## src/rtl/regfile_scoreboard.sv

```systemverilog
// rtl/regfile_scoreboard.sv - in-flight register write scoreboard gating issue on RAW hazards and counter saturation
module regfile_scoreboard #(
  parameter int CNT_W   = 2,
  parameter int STALL_W = 16
) (
  input  logic               clk,
  input  logic               reset,
  input  logic               issue_valid,
  output logic               issue_ready,
  input  logic [4:0]         issue_rs1,
  input  logic [4:0]         issue_rs2,
  input  logic               issue_use_rs1,
  input  logic               issue_use_rs2,
  input  logic [4:0]         issue_rd,
  input  logic               issue_wr,
  input  logic               wb_valid,
  input  logic [4:0]         wb_rd,
  input  logic               flush,
  output logic [31:0]        busy,
  output logic [6:0]         inflight_total,
  output logic [STALL_W-1:0] stall_cycles,
  output logic               wb_err
);

  localparam logic [CNT_W-1:0] CNT_MAX = '1;

  // Entry 31 is never incremented, so it stays zero and X31 can never hazard.
  logic [CNT_W-1:0] cnt      [32];
  logic [CNT_W-1:0] cnt_next [32];

  logic raw_hazard;
  logic full_hazard;
  logic fire;
  logic any_inc;
  logic wb_hit;
  logic any_dec;
  logic wb_bad;

  always_comb begin
    raw_hazard  = (issue_use_rs1 && (cnt[issue_rs1] != '0)) ||
                  (issue_use_rs2 && (cnt[issue_rs2] != '0));
    full_hazard = issue_wr && (issue_rd != 5'd31) && (cnt[issue_rd] == CNT_MAX);
    issue_ready = !reset && !flush && !raw_hazard && !full_hazard;
    fire        = issue_valid && issue_ready;
    any_inc     = fire && issue_wr && (issue_rd != 5'd31);
    wb_hit      = wb_valid && (wb_rd != 5'd31) && !flush;
    any_dec     = wb_hit && (cnt[wb_rd] != '0);
    wb_bad      = wb_hit && (cnt[wb_rd] == '0);
  end

  always_comb begin
    for (int r = 0; r < 32; r++) begin
      cnt_next[r] = cnt[r];
      if (any_inc && (issue_rd == 5'(r)) && !(any_dec && (wb_rd == 5'(r))))
        cnt_next[r] = cnt[r] + CNT_W'(1);
      else if (any_dec && (wb_rd == 5'(r)) && !(any_inc && (issue_rd == 5'(r))))
        cnt_next[r] = cnt[r] - CNT_W'(1);
    end
  end

  always_ff @(posedge clk or posedge reset) begin
    if (reset) begin
      for (int r = 0; r < 32; r++) cnt[r] <= '0;
      busy           <= '0;
      inflight_total <= '0;
      stall_cycles   <= '0;
      wb_err         <= 1'b0;
    end else begin
      if (flush) begin
        for (int r = 0; r < 32; r++) cnt[r] <= '0;
        busy           <= '0;
        inflight_total <= '0;
      end else begin
        for (int r = 0; r < 32; r++) begin
          cnt[r]  <= cnt_next[r];
          busy[r] <= (cnt_next[r] != '0);
        end
        inflight_total <= inflight_total + 7'(any_inc) - 7'(any_dec);
      end
      if (issue_valid && !issue_ready && !flush && (stall_cycles != '1))
        stall_cycles <= stall_cycles + STALL_W'(1);
      if (wb_bad)
        wb_err <= 1'b1;
    end
  end

endmodule
```

## config.mk

```make
export PLATFORM = sky130hd
export DESIGN_NAME = regfile_scoreboard
export DESIGN_NICKNAME = d
export VERILOG_FILES = /design/src/rtl/regfile_scoreboard.sv
export SDC_FILE = /design/constraint.sdc
export NUM_CORES = 1
export LEC_CHECK = 0
export CAP_MARGIN = 20
export CORE_ASPECT_RATIO = 2
export CORE_MARGIN = 2
export CORE_UTILIZATION = 38
export DETAILED_ROUTE_END_ITERATION = 8
export GPL_ROUTABILITY_DRIVEN = 0
export PLACE_DENSITY_LB_ADDON = 0.2
export SYNTH_ARGS = -nofsm -noshare
export SYNTH_HDL_FRONTEND = slang
export SYNTH_SLANG_ARGS = --single-unit
```

## constraint.sdc

```tcl
create_clock -name clk -period 3.89 [get_ports clk]
set_clock_uncertainty 0.05 [all_clocks]
set_input_delay 0.389 -clock clk [delete_from_list [all_inputs] [get_ports clk]]
set_output_delay 0.389 -clock clk [all_outputs]
set_load 0.02 [all_outputs]
```

# Yosys cells after proc, flatten, opt, wreduce, memory -nomap -nowiden
# Index checks and enable logic that the tools add are counted.
# word_totals
ff_bits	120
input_bits	28
# op_classes
n_reduce_logical	253
n_bitwise	4
add_sub_neg	67
eq_ne	66
n_lt_le_gt_ge	4
muxes	79
# op_table
cell	count
$eq 5x5->1 const B	32
$logic_and 1x1->1	145
$mux 2	72
$eq 5x4->1 const B	16
$reduce_bool 2->1	35
$logic_not 1->1	69
$add 2x1->2 const B	32
$mux 64	1
$sub 2x1->2 const B	32
$bmux 2 s5	4
$eq 5x3->1 const B	8
$mux 32	1
$ge 6x6->1 const B	4
$not 5->6	4
$eq 5x2->1 const B	4
$add 16x1->16 const B	1
$ne 16x16->1 const B	1
$eq 5x1->1 const B	2
$logic_not 5->1	2
$ne 5x5->1 const B	2
$add 7x1->7	1
$mux 7	1
$sub 7x1->7	1
$eq 2x2->1 const B	1
other kinds (2)	2

# Depth between registers and ports, before layout
# logic_depth
word_depth	20
mapped_depth	23

# Worst setup path before layout
# OpenSTA, ideal clock, no wires.
# synth_timing
path_kind	input -> register
from	input issue_rd[0]
to	register inflight_total[6]
path_buffers	3
required_ns	3.708
path_slack_ns	-0.243
setup_ns	0.132
cell_stages	22
arrival_ns	3.951
cell_sequence	buf_6 > buf_6 > nand3_1 > o21ai_0 > mux4_2 > a221oi_4 > nor2_4 > a311oi_4 > buf_2 > nand4_1 > ha_1 > inv_1 > ha_1 > inv_1 > fa_1 > nor2b_1 > o21ai_0 > nand2b_1 > a21o_1 > a21oi_1 > xnor2_1 > nor2_1
# synth_between
elab_chain_len	14
elab_cells_between_ends	16
cone_classes	add/sub (2); eq/ne (2); mux (4); bitwise (1); reduce/logical (7)
# synth_rtl
element	line	source
start: declaration	14	input logic [4:0] issue_rd,
$not 5->6 (implied by the code)	42	full_hazard = issue_wr && (issue_rd != 5'd31) && (cnt[issue_rd] == CNT_MAX);
$bmux 2 s5	42	
$mux 2 (implied by the code) (2 in series)	42	
$eq 2x2->1	42	
$logic_and 1x1->1 (*)	42	
$logic_not 1->1 (*)	43	issue_ready = !reset && !flush && !raw_hazard && !full_hazard;
$logic_and 1x1->1 (*)	43	
named net issue_ready	9	output logic issue_ready,
$logic_and 1x1->1 (*)	44	fire = issue_valid && issue_ready;
$logic_and 1x1->1 (*) (2 in series)	45	any_inc = fire && issue_wr && (issue_rd != 5'd31);
$add 7x1->7 (*)	78	inflight_total <= inflight_total + 7'(any_inc) - 7'(any_dec);
$sub 7x1->7 (*)	78	
$mux 7 (*)	69	if (flush) begin
end signal: assignment	78	
end: declaration	20	output logic [6:0] inflight_total,
# The timed path passes the listed nets; every way through them passes the cells marked *. The select of a mux whose other input is x is not followed.
# A chain may end at the register's enable or synchronous reset.

# Final worst setup path
# layout_timing
from	input issue_rd[3]
to	register inflight_total[6]
# layout_between
elab_chain_len	14
elab_cells_between_ends	16
cone_classes	add/sub (2); eq/ne (2); mux (4); bitwise (1); reduce/logical (7)
# layout_rtl
element	line
$not 5->6 (implied by the code)	42
$bmux 2 s5	42
$mux 2 (implied by the code) (2 in series)	42
$eq 2x2->1	42
$logic_and 1x1->1	42
$logic_not 1->1	43
$logic_and 1x1->1	43
$logic_and 1x1->1	44
$logic_and 1x1->1	45
$logic_and 1x1->1 (*)	45
$add 7x1->7 (*)	78
$sub 7x1->7 (*)	78
$mux 7 (*)	69
# Mark *: on every way between the ends. The rest lies on a longest branch, timed or not. The select of a mux whose other input is x is not followed.

==> run summary <==
Yosys cell types -> 84
Initial drt markers -> 616
Critical Path Fanout Max -> 14
Max IR drop VDD -> 0.0002901 V
# setup viols final -> 1
Worst Hold Class -> in2async
Status -> complete, but fails checks
Slew Viols, Final -> 0
Minimum clock period -> 3.951 ns
Synth Net Count -> 937
Primary FF master, synth -> dfrtp_1
Dpl cells -> 1326
Sequential area share after synthesis -> 35.94%
Largest net degree at the start of global routing -> 58
DP HPWL -> 23710 um
Share of post-route cells with drive strength above 1 -> 22.55%
Top cells by area, synth -> dfrtp_1, mux4_2, nor2_1
Final Non-Filler Cells -> 1364
Via count -> 8218
PwrDens -> 362.1 nW/um^2
Fmax -> 253.1 MHz
Fin. Hold Viols -> 0
CTS tree -> built
Synth area leader -> dfrtp_1
Unrepaired setup endpoints after global routing -> yes
Final wirelength -> 31370 um
Horiz. Die Dim -> 108.9 um
Worst slew pin tran -> 0.7784 ns
Core ar. -> 21590 sq um
Initial Util -> 38.71%
Dpl ws -> -0.4446 ns
Critical path capture point type -> flop
CP Launch Type -> input pin
GRT overflow -> 0
Root Buffer -> clkbuf_16
R2R depth -> 19
IO Port Bufs -> 84
Number of clock sinks -> 120
Area Overhead vs Synth -> 32.43%
Post-synth EDFFs -> 0
Synth warn -> 0
WP data arrival -> 4.20 ns
Worst-path clk slew -> 0.06 ns
Fin nets -> 1115
Min setup slack post-route -> -0.06143 ns
Commonest non-fill, non-tap cells in the layout -> buf_4, dfrtp_1, nor2_1
Post-Route Utilization -> 51.26%
Avg Cell Area, Syn -> 9.284 sq um
Setup Crit Path Kind -> in2reg
Chip Height -> 213.7 um
Critical Path RT -> 4.14 ns
Later-pin clock latency in the skew report -> 0.44 ns
Area share of the largest cell type after synthesis -> 35.94%
Final period util -> 101.6%
Pwr Total -> 4.007 mW
Max Cap Violations -> 0
Vias per cell -> 6.025
Violated checks -> negative setup slack
Largest buffer count on any clock path -> 2
Setup TNS -> -0.06143 ns
Global-route wire length before repair -> 47700 um
Most common cell after layout, fill and taps aside -> buf_4
Synth Instances -> 900
Slew margin rel. -> 47.92%
CTS Buf Count -> 17
DR pass1 iterations -> 6
Routed Antenna Nets -> 0
Ys async rst share -> 100.0%
Leak -> 4.659 nW
Row cnt -> 76
Die area -> 23260 sq um
Initial antenna violation count -> 0
GRT Total Usage -> 28.15%
Vias in the first global route -> 8330
DR DRC count -> 0
H-tree depth -> 4
# IOs -> 85
Routed wire per std cell -> 23.00 um
#FFs+latches synth -> 120
Synthesized area -> 8356 sq um
Antenna diode count -> 0
==> logic make-up (layout without fill, tap and decap cells) <==
| group | after synthesis | in the layout | share of synthesized area (%) |
|---|---|---|---|
| AND/OR/NAND/NOR | 431 | 431 | 28.84 |
| AO/OA/AOI/OAI | 165 | 165 | 14.83 |
| flip-flops | 120 | 120 | 35.94 |
| buffers and inverters | 83 | 274 | 4.672 |
| XOR/XNOR | 59 | 59 | 7.023 |
| multiplexers | 33 | 33 | 7.263 |
| adder cells (fa/ha/maj) | 9 | 9 | 1.438 |
==> cell type report <==
class                      count  area (sq um)
fill                        2043         10520
multi-input combinational    697          5020
sequential                   120          3004
timing repair buffer         220          1929
clock buffer                  18         439.2
tap                          273         341.6
clock inverter                14         246.5
inverter                      22         85.08
==> worst max-delay path: stages <==
cell and delay, ns:
clkdlybuf4s50_1 0.45, buf_12 0.17, buf_4 0.17, nand4_1 0.20
a41oi_1 0.31, a221oi_4 0.41, nor2_4 0.07, a311oi_4 0.22
nand4_1 0.16, ha_1 0.32, inv_1 0.06, ha_2 0.18
inv_2 0.04, fa_2 0.35, nor2b_2 0.13, o21ai_1 0.07
nand2b_1 0.09, a21o_1 0.13, a21oi_2 0.05, xnor2_1 0.15
nor2_1 0.05
==> report_power, final <==
group / internal (mW) / switching [mW] / total (mW)
combinational: 0.360 / 0.443 / 0.803
clock: 1.22 / 0.622 / 1.85
sequential: 1.30 / 0.0575 / 1.36
==> per-stage QoR <==
| stage | area, sq um | hold slack, ns |
|---|---|---|
| final | 11070 | 0.4373 |
| after global routing | 11070 | 0.4579 |
| after global placement | 10270 | 0.4179 |
| after floorplan | 8367 | 0.4365 |
| after CTS | 10960 | 0.4263 |
| after detailed placement | 10270 | 0.4332 |
==> sequential cells by signal, indices dropped and copies added, names as in the netlist <==
signal,flops
busy,32
cnt,64
inflight_total,7
stall_cycles,16
wb_err,1
==> routing by layer <==
layer	part of all wire (%)	GRT usage (%)
met1	34	28.65
met2	50	48.43
met4	9.8	25.02
met3	5.6	4.742
met5	0	0
==> synth_stat cells (all sizes together), types with 23 or more instances <==
master,number
dfrtp,120
nor2,113
nand3,49
nor3,46
nand2,41
a21oi,37
buf,35
xnor2,32
clkbuf,26
nor2b,24
nor4,23
==> what timing repair did <==
item | CTS | global route
hold buffers | 0 | 0
endpoints found under the setup margin | 1 | 4
gates resized for setup | 1 | 19
pin swaps | 0 | 14
buffers inserted | 0 | 6
==> worst paths after layout <==
check                                 from                end  slack (ns)
min in group clk           stall_cycles[9]    stall_cycles[9]        0.44
setup reg to reg                   cnt[32]  inflight_total[6]       -0.03
hold / removal                       reset            busy[3]        0.44
max in group asynchronous            reset            cnt[63]        2.60
hold reg to reg            stall_cycles[9]    stall_cycles[9]        0.44
setup / recovery               issue_rd[3]  inflight_total[6]       -0.06
(Power assumes the default switching activity.)
